## config.mk

```make
export PLATFORM = sky130hd
export DESIGN_NAME = seg7_scan_ctrl
export DESIGN_NICKNAME = d
export VERILOG_FILES = /design/src/rtl/seg7_pkg.sv /design/src/rtl/seg7_hex_decode.sv /design/src/rtl/seg7_scan_ctrl.sv
export SDC_FILE = /design/constraint.sdc
export NUM_CORES = 1
export LEC_CHECK = 0
export ABC_AREA = 1
export ABC_CLOCK_PERIOD_IN_PS = 4400
export CAP_MARGIN = 0
export CORE_ASPECT_RATIO = 0.9
export CORE_MARGIN = 8
export CORE_UTILIZATION = 56
export DETAILED_ROUTE_END_ITERATION = 8
export GPL_TIMING_DRIVEN = 0
export HOLD_SLACK_MARGIN = 0.03
export PLACE_DENSITY_LB_ADDON = 0.3
export SKIP_LAST_GASP = 1
export SYNTH_ARGS = -nofsm -noshare
export SYNTH_HDL_FRONTEND = slang
export SYNTH_SLANG_ARGS = --single-unit
```

## constraint.sdc

```tcl
create_clock -name clk -period 4.4 [get_ports clk]
set_input_delay 0.44 -clock clk [delete_from_list [all_inputs] [get_ports clk]]
set_output_delay 0.44 -clock clk [all_outputs]
set_load 0.01 [all_outputs]
```

## src/rtl/seg7_pkg.sv

```systemverilog
// Shared definitions for the 8-digit common-anode 7-segment scan controller.
// Holds the inactive pin levels, the digit count, the slot-phase state type,
// the captured-frame record and the hex-to-segment lookup table
// (bit order gfedcba, active-high, i.e. before inversion for the pins).
package seg7_pkg;

  localparam int NUM_DIGITS = 8;

  localparam logic [6:0] SEG_OFF = 7'h7F;
  localparam logic [7:0] AN_OFF  = 8'hFF;

  // Entry n is the active-high gfedcba pattern for hex digit n; the table is
  // written from F down to 0 so that HEX_SEG_TABLE[n] selects digit n.
  localparam logic [15:0][6:0] HEX_SEG_TABLE = {
    7'h71, 7'h79, 7'h5E, 7'h39, 7'h7C, 7'h77, 7'h6F, 7'h7F,
    7'h07, 7'h7D, 7'h6D, 7'h66, 7'h4F, 7'h5B, 7'h06, 7'h3F
  };

  // Each digit slot opens with a blanking guard, then shows the digit.
  typedef enum logic {
    SLOT_BLANK,
    SLOT_SHOW
  } slot_state_t;

  // One complete display image: hex value, decimal points and digit enables.
  typedef struct packed {
    logic [31:0] data;
    logic [7:0]  dp;
    logic [7:0]  en;
  } disp_frame_t;

endpackage

```

## src/rtl/seg7_hex_decode.sv

```systemverilog
// Purely combinational hex nibble to 7-segment decoder.
// Ports:
//   nibble  in  4  hex digit 0..F
//   seg     out 7  segment pattern {g,f,e,d,c,b,a}, active-high
module seg7_hex_decode
  import seg7_pkg::*;
(
  input  logic [3:0] nibble,
  output logic [6:0] seg
);

  // A straight table lookup keeps the glyph definitions in one place (the
  // package), so the decoder and any future users can never disagree.
  assign seg = HEX_SEG_TABLE[nibble];

endmodule

```

## src/rtl/seg7_scan_ctrl.sv

```systemverilog
// Time-multiplexed scan controller for an 8-digit common-anode 7-segment
// display. Each digit owns a slot of REFRESH_DIV clocks; the first
// BLANK_CYCLES of every slot keep all anodes off to suppress ghosting.
// New display contents are staged in a shadow register and only become
// visible at the end of digit 7's slot, so a frame never tears.
// Ports:
//   clk         in  1   system clock
//   rst         in  1   asynchronous reset, active-high
//   data        in  32  hex value, data[4k+3:4k] drives digit k (digit 0 = AN[0])
//   dp_in       in  8   decimal point request per digit, active-high
//   digit_en    in  8   digit enable per digit, active-high
//   load        in  1   strobe capturing data/dp_in/digit_en
//   CA..CG      out 1   segments a..g, active-low
//   DP          out 1   decimal point, active-low
//   AN          out 8   digit selects, active-low
//   frame_done  out 1   one-cycle pulse for the last cycle of digit 7's slot
module seg7_scan_ctrl
  import seg7_pkg::*;
#(
  parameter int REFRESH_DIV  = 100000,
  parameter int BLANK_CYCLES = 16
) (
  input  logic        clk,
  input  logic        rst,
  input  logic [31:0] data,
  input  logic [7:0]  dp_in,
  input  logic [7:0]  digit_en,
  input  logic        load,
  output logic        CA,
  output logic        CB,
  output logic        CC,
  output logic        CD,
  output logic        CE,
  output logic        CF,
  output logic        CG,
  output logic        DP,
  output logic [7:0]  AN,
  output logic        frame_done
);

  localparam int CW = (REFRESH_DIV > 1) ? $clog2(REFRESH_DIV) : 1;
  localparam logic [CW-1:0] CNT_MAX    = CW'(REFRESH_DIV - 1);
  localparam logic [CW-1:0] CNT_BLANK  = CW'(BLANK_CYCLES);
  localparam logic [2:0]    LAST_DIGIT = 3'(NUM_DIGITS - 1);
  localparam slot_state_t   STATE_RST  = (BLANK_CYCLES > 0) ? SLOT_BLANK : SLOT_SHOW;

  logic [CW-1:0] cnt, cnt_next;
  logic [2:0]    idx, idx_next;
  slot_state_t   state, state_next;

  disp_frame_t   shadow, active, load_frame;
  logic          pending;

  logic [7:0]    an_q, an_next;
  logic [6:0]    seg_q, seg_next;
  logic          dp_q, dp_next;
  logic          fd_q, fd_next;

  logic          cnt_wrap;
  logic          boundary;
  logic [3:0]    cur_nibble;
  logic [6:0]    cur_glyph;

  assign load_frame = {data, dp_in, digit_en};
  assign cnt_wrap   = (cnt == CNT_MAX);
  assign boundary   = cnt_wrap && (idx == LAST_DIGIT);
  assign cur_nibble = active.data[{idx, 2'b00} +: 4];

  seg7_hex_decode u_decode (
    .nibble (cur_nibble),
    .seg    (cur_glyph)
  );

  // Scan position and slot phase. The phase register is loaded with the
  // phase belonging to the next counter value, so it always agrees with cnt.
  // Reset drops the scanner back to digit 0, cycle 0 of the blanking guard.
  always_ff @(posedge clk or posedge rst) begin
    if (rst) begin
      cnt   <= '0;
      idx   <= '0;
      state <= STATE_RST;
    end else begin
      cnt   <= cnt_next;
      idx   <= idx_next;
      state <= state_next;
    end
  end

  // Next scan position, next phase, and the pin values for the current
  // position. Pins are computed from the present state and registered, which
  // gives every output exactly one cycle of latency. Segment and DP drive
  // follow the digit even when its anode is disabled; the anode alone decides
  // whether anything lights, and a disabled digit still burns its whole slot
  // so the enabled ones keep a uniform duty cycle.
  always_comb begin
    cnt_next   = cnt_wrap ? '0 : cnt + CW'(1);
    idx_next   = cnt_wrap ? idx + 3'd1 : idx;
    state_next = (cnt_next < CNT_BLANK) ? SLOT_BLANK : SLOT_SHOW;
    an_next    = AN_OFF;
    seg_next   = SEG_OFF;
    dp_next    = 1'b1;
    fd_next    = boundary;
    case (state)
      SLOT_BLANK: begin
      end
      SLOT_SHOW: begin
        if (active.en[idx]) begin
          an_next = ~(8'b1 << idx);
        end
        seg_next = ~cur_glyph;
        dp_next  = ~active.dp[idx];
      end
      default: begin
      end
    endcase
  end

  // Tear-free update path. Every load lands in the shadow register; the
  // displayed image only changes at the frame boundary. A load coinciding
  // with the boundary bypasses the shadow wait and goes live immediately,
  // leaving nothing pending, so it costs no extra frame of delay.
  always_ff @(posedge clk or posedge rst) begin
    if (rst) begin
      shadow  <= '0;
      active  <= '0;
      pending <= 1'b0;
    end else begin
      if (load) begin
        shadow <= load_frame;
      end
      if (boundary) begin
        if (load) begin
          active <= load_frame;
        end else if (pending) begin
          active <= shadow;
        end
        pending <= 1'b0;
      end else if (load) begin
        pending <= 1'b1;
      end
    end
  end

  // Pin registers. The asynchronous reset blanks the display the moment rst
  // rises rather than waiting for the next clock edge.
  always_ff @(posedge clk or posedge rst) begin
    if (rst) begin
      an_q  <= AN_OFF;
      seg_q <= SEG_OFF;
      dp_q  <= 1'b1;
      fd_q  <= 1'b0;
    end else begin
      an_q  <= an_next;
      seg_q <= seg_next;
      dp_q  <= dp_next;
      fd_q  <= fd_next;
    end
  end

  assign {CG, CF, CE, CD, CC, CB, CA} = seg_q;
  assign DP         = dp_q;
  assign AN         = an_q;
  assign frame_done = fd_q;

endmodule

```

==> flow_metrics.py <==
metrics = {
    "worst_setup_path": {
        "r2r-start": "idx[1]",
        "crit_chain": "clkbuf_1 -> nor2_1 -> o21ai_0 -> nand3_1 -> nand2_1 -> inv_1 -> ha_1 -> inv_1 -> nand3_1 -> nand3_1 -> nand3_1",
        "end_kind": "register",
        "critPathBufInv": 3,
        "critPathKind": "register to register",
        "path_depth": 11,
        "worstPathRequired_ps": 4730,
        "cp.arrival_ps": 2720,
        "crit_top_cell": "nand3_1",
        "setup.worst_path.start": "idx[1]",
        "rr_worst_depth": 11,
        "worst_setup_path_start_kind": "register",
        "path_max_fanout": 10,
        "critPathTopFamily": "simple AND/OR/NAND/NOR gates",
        "cp_slowest_stage_delay_ps": 510,
        "crit_path_top_delay_cell": "dfrtp_1",
    },
    "power": {
        "combPwrFrac_pct": 4.8,
        "clkPwrFrac_pct": 51.9,
        "intPower_uw": 2328,
        "power_frac_seq_pct": 43.3,
        "power.density_nw_per_um2": 387.8,
        "swShare_pct": 21.98,
        "peakVddDrop_v": 0.0002869,
        "p_sw_uw": 655.8,
        "leakage_uw": 0.004098,
    },
    "finish": {
        "syn_to_final_growth_pct": 24.52,
        "finalNetCount": 927,
        "drive_above_1_share_pct": 8.562,
        "n_antenna_cell": 0,
        "fill_cells": 817,
        "fin_area_um2": 7695,
        "final_cells": 1009,
        "finalCoreUtilization_pct": 71.18,
    },
    "grt": {
        "grt_max_degree": 79,
        "antenna_found_initial": 0,
        "grt_pass1_vias": 5317,
        "grt_pass1_wl_um": 25410,
        "grt_use_total_pct": 21.95,
        "grt_overflow": 0,
    },
    "clock_tree": {
        "cts_buffer_depth": 2,
        "cts_buffers": 17,
        "cts.sinks": 135,
        "htreeDepth": 4,
        "cts_root_buf": "clkbuf_16",
        "cts.clk_slew.worst_paths_ps": 60,
        "cts_tree": "yes",
        "postCtsSetupBuffers": 0,
        "hold_buffers": 0,
        "clock_latency_ps": 420,
        "cts_resized": 0,
    },
    "placed_design": {
        "placed_area_um2": 7049,
        "gp_routability_congestion": 0.8557,
        "dp.cells": 977,
        "dp_hpwl_um": 10580,
        "io_buffers": 67,
    },
    "floorplan": {
        "coreArea_um2": 10810,
        "die-area_um2": 14660,
        "die_width_um": 126.7,
        "start_util_pct": 57.16,
        "num_io_pins": 68,
        "die_h_um": 115.7,
        "fp-row-count": 36,
    },
    "drt": {
        "wl_per_cell_um": 15.15,
        "ant_nets": 0,
        "drcViolationCount": 0,
        "vias_per_cell": 5.295,
        "routed_wl_um": 15290,
        "drtPass1Iterations": 6,
        "drtIter0Drc": 510,
        "routed-via-count": 5343,
    },
    "yosys": {
        "synthArstFlopShare_pct": 100.0,
        "yosysMostFrequentCell": "nand2_1",
        "syn-num-nets": 840,
        "netlist_area_um2": 6180,
        "synth_edf_count": 0,
        "synth_cell_types": 27,
        "ys_warn_count": 0,
        "synthTopCellsByArea": "dfrtp_1, nand2_1, dfstp_2, nand3_1, inv_1",
        "yosys.area.top_type": "dfrtp_1",
        "netlist.area_leader.share_pct": 48.19,
        "ys_ff_latch": 135,
        "synth_commonest_cells": "nand2_1, dfrtp_1, inv_1",
        "syn_inst": 776,
        "synth_ff_type": "dfrtp_1",
        "ys_seq_area_share_pct": 54.99,
        "avgSynthCellArea_um2": 7.964,
    },
    "sta": {
        "maxSlewViolCount": 0,
        "rsz0062_at_grt": "no",
        "worstMarginPinSlew_ps": 597.6,
        "fin_crit_sh_pct": 54.32,
        "fmax_mhz": 418.4,
        "clock_skew_ps": 8.223,
        "hold_viol": 0,
        "setup_viol": 0,
        "min_period_ps": 2390,
        "slew_headroom_pct": 60.16,
    },
    "hold_path": {
        "hold_path.class": "input port to asynchronous set/reset pin",
    },
    "run": {
        "drv_cap": 0,
    },
    "run_status": {
        "outcome": "complete, no violations",
    },
}
==> placed cells by master, fill, tap and decap left out, types with 6 or more instances in the layout <==
master,netlist,final
inv_2,6,6
clkdlybuf4s50_1,0,67
nand2_1,363,363
clkbuf_1,12,12
o21ai_0,28,28
dfrtp_1,119,119
clkbuf_16,0,17
dfstp_2,16,16
inv_1,60,59
nand3_1,47,47
ha_1,13,13
buf_2,9,9
nand4_1,11,11
nor2_1,57,57
==> worst register-to-register path, cell delays in order, from the launching register on <==
cell	delay (ps)
dfrtp_1	510
clkbuf_1	460
nor2_1	100
o21ai_0	130
nand3_1	110
nand2_1	220
inv_1	130
ha_1	250
inv_1	80
nand3_1	100
nand3_1	110
nand3_1	80
==> stage by stage <==
stage / setup TNS (ps) / hold slack, ps / power, uW / setup WS, ps
global placement: -154950 / 452.9 / 1448 / -1311
detailed placement: 0 / 460.2 / 1458 / 2019
global route: 0 / 488.7 / 3074 / 1871
floorplan: 0 / 438.4 / 1380 / 375.4
finish: 0 / 449.2 / 2984 / 2010
CTS: 0 / 466.1 / 3005 / 2103
==> worst paths after layout <==
kind                            slack [ps]         end
worst max register to register        2010    seg_q[0]
worst min register to register         470   shadow[8]
worst max-delay path                  2010    seg_q[0]
max in group asynchronous             3140    seg_q[5]
min in group clk                       470   shadow[8]
worst min-delay path                   450  shadow[16]
==> area by class of cell <==
class	count	area, um^2	area share [%]
Sequential cell	135	3398	44.16
Multi-Input combinational cell	545	2380	30.93
Timing Repair Buffer	68	698.2	9.073
Clock buffer	19	452.9	5.886
Inverter	67	256.5	3.333
Clock inverter	13	192.7	2.504
Tap cell	133	166.4	2.163
Buffer	29	150.1	1.951
==> cell families (layout without fill, tap and decap cells) <==
logic type / count (synthesis) / after routing / synth area share [%]
AO/OA/AOI/OAI: 45 / 45 / 4.191
XOR/XNOR: 2 / 2 / 0.2835
adder cells (fa/ha/maj): 13 / 13 / 2.632
buffers and inverters: 96 / 196 / 6.499
flip-flops: 135 / 135 / 54.99
AND/OR/NAND/NOR: 485 / 485 / 31.40
==> registers in the layout (all words and copies together) (netlist names) <==
name,flops
idx,3
state,1
active,48
pending,1
DP,1
frame_done,1
shadow,48
AN,8
cnt,17
seg_q,7
==> power groups by stage <==
stage                     registers [uW]  logic (uW)  clock network (uW)
after floorplan                     1310        70.0                   0
after global placement              1310         136                   0
after detailed placement            1310         144                   0
after CTS                           1290         146                1570
after global routing                1300         161                1620
final                               1290         142                1550
==> routing by layer <==
metal	global-route usage (%)	vias up	wire length, um
met4	8.234	0	225
met5	0	-	0
li1	-	2576	-
met3	5.796	23	940
met1	26.93	2564	6609
met2	36.80	180	7514
Power figures use the tool's default switching activity.
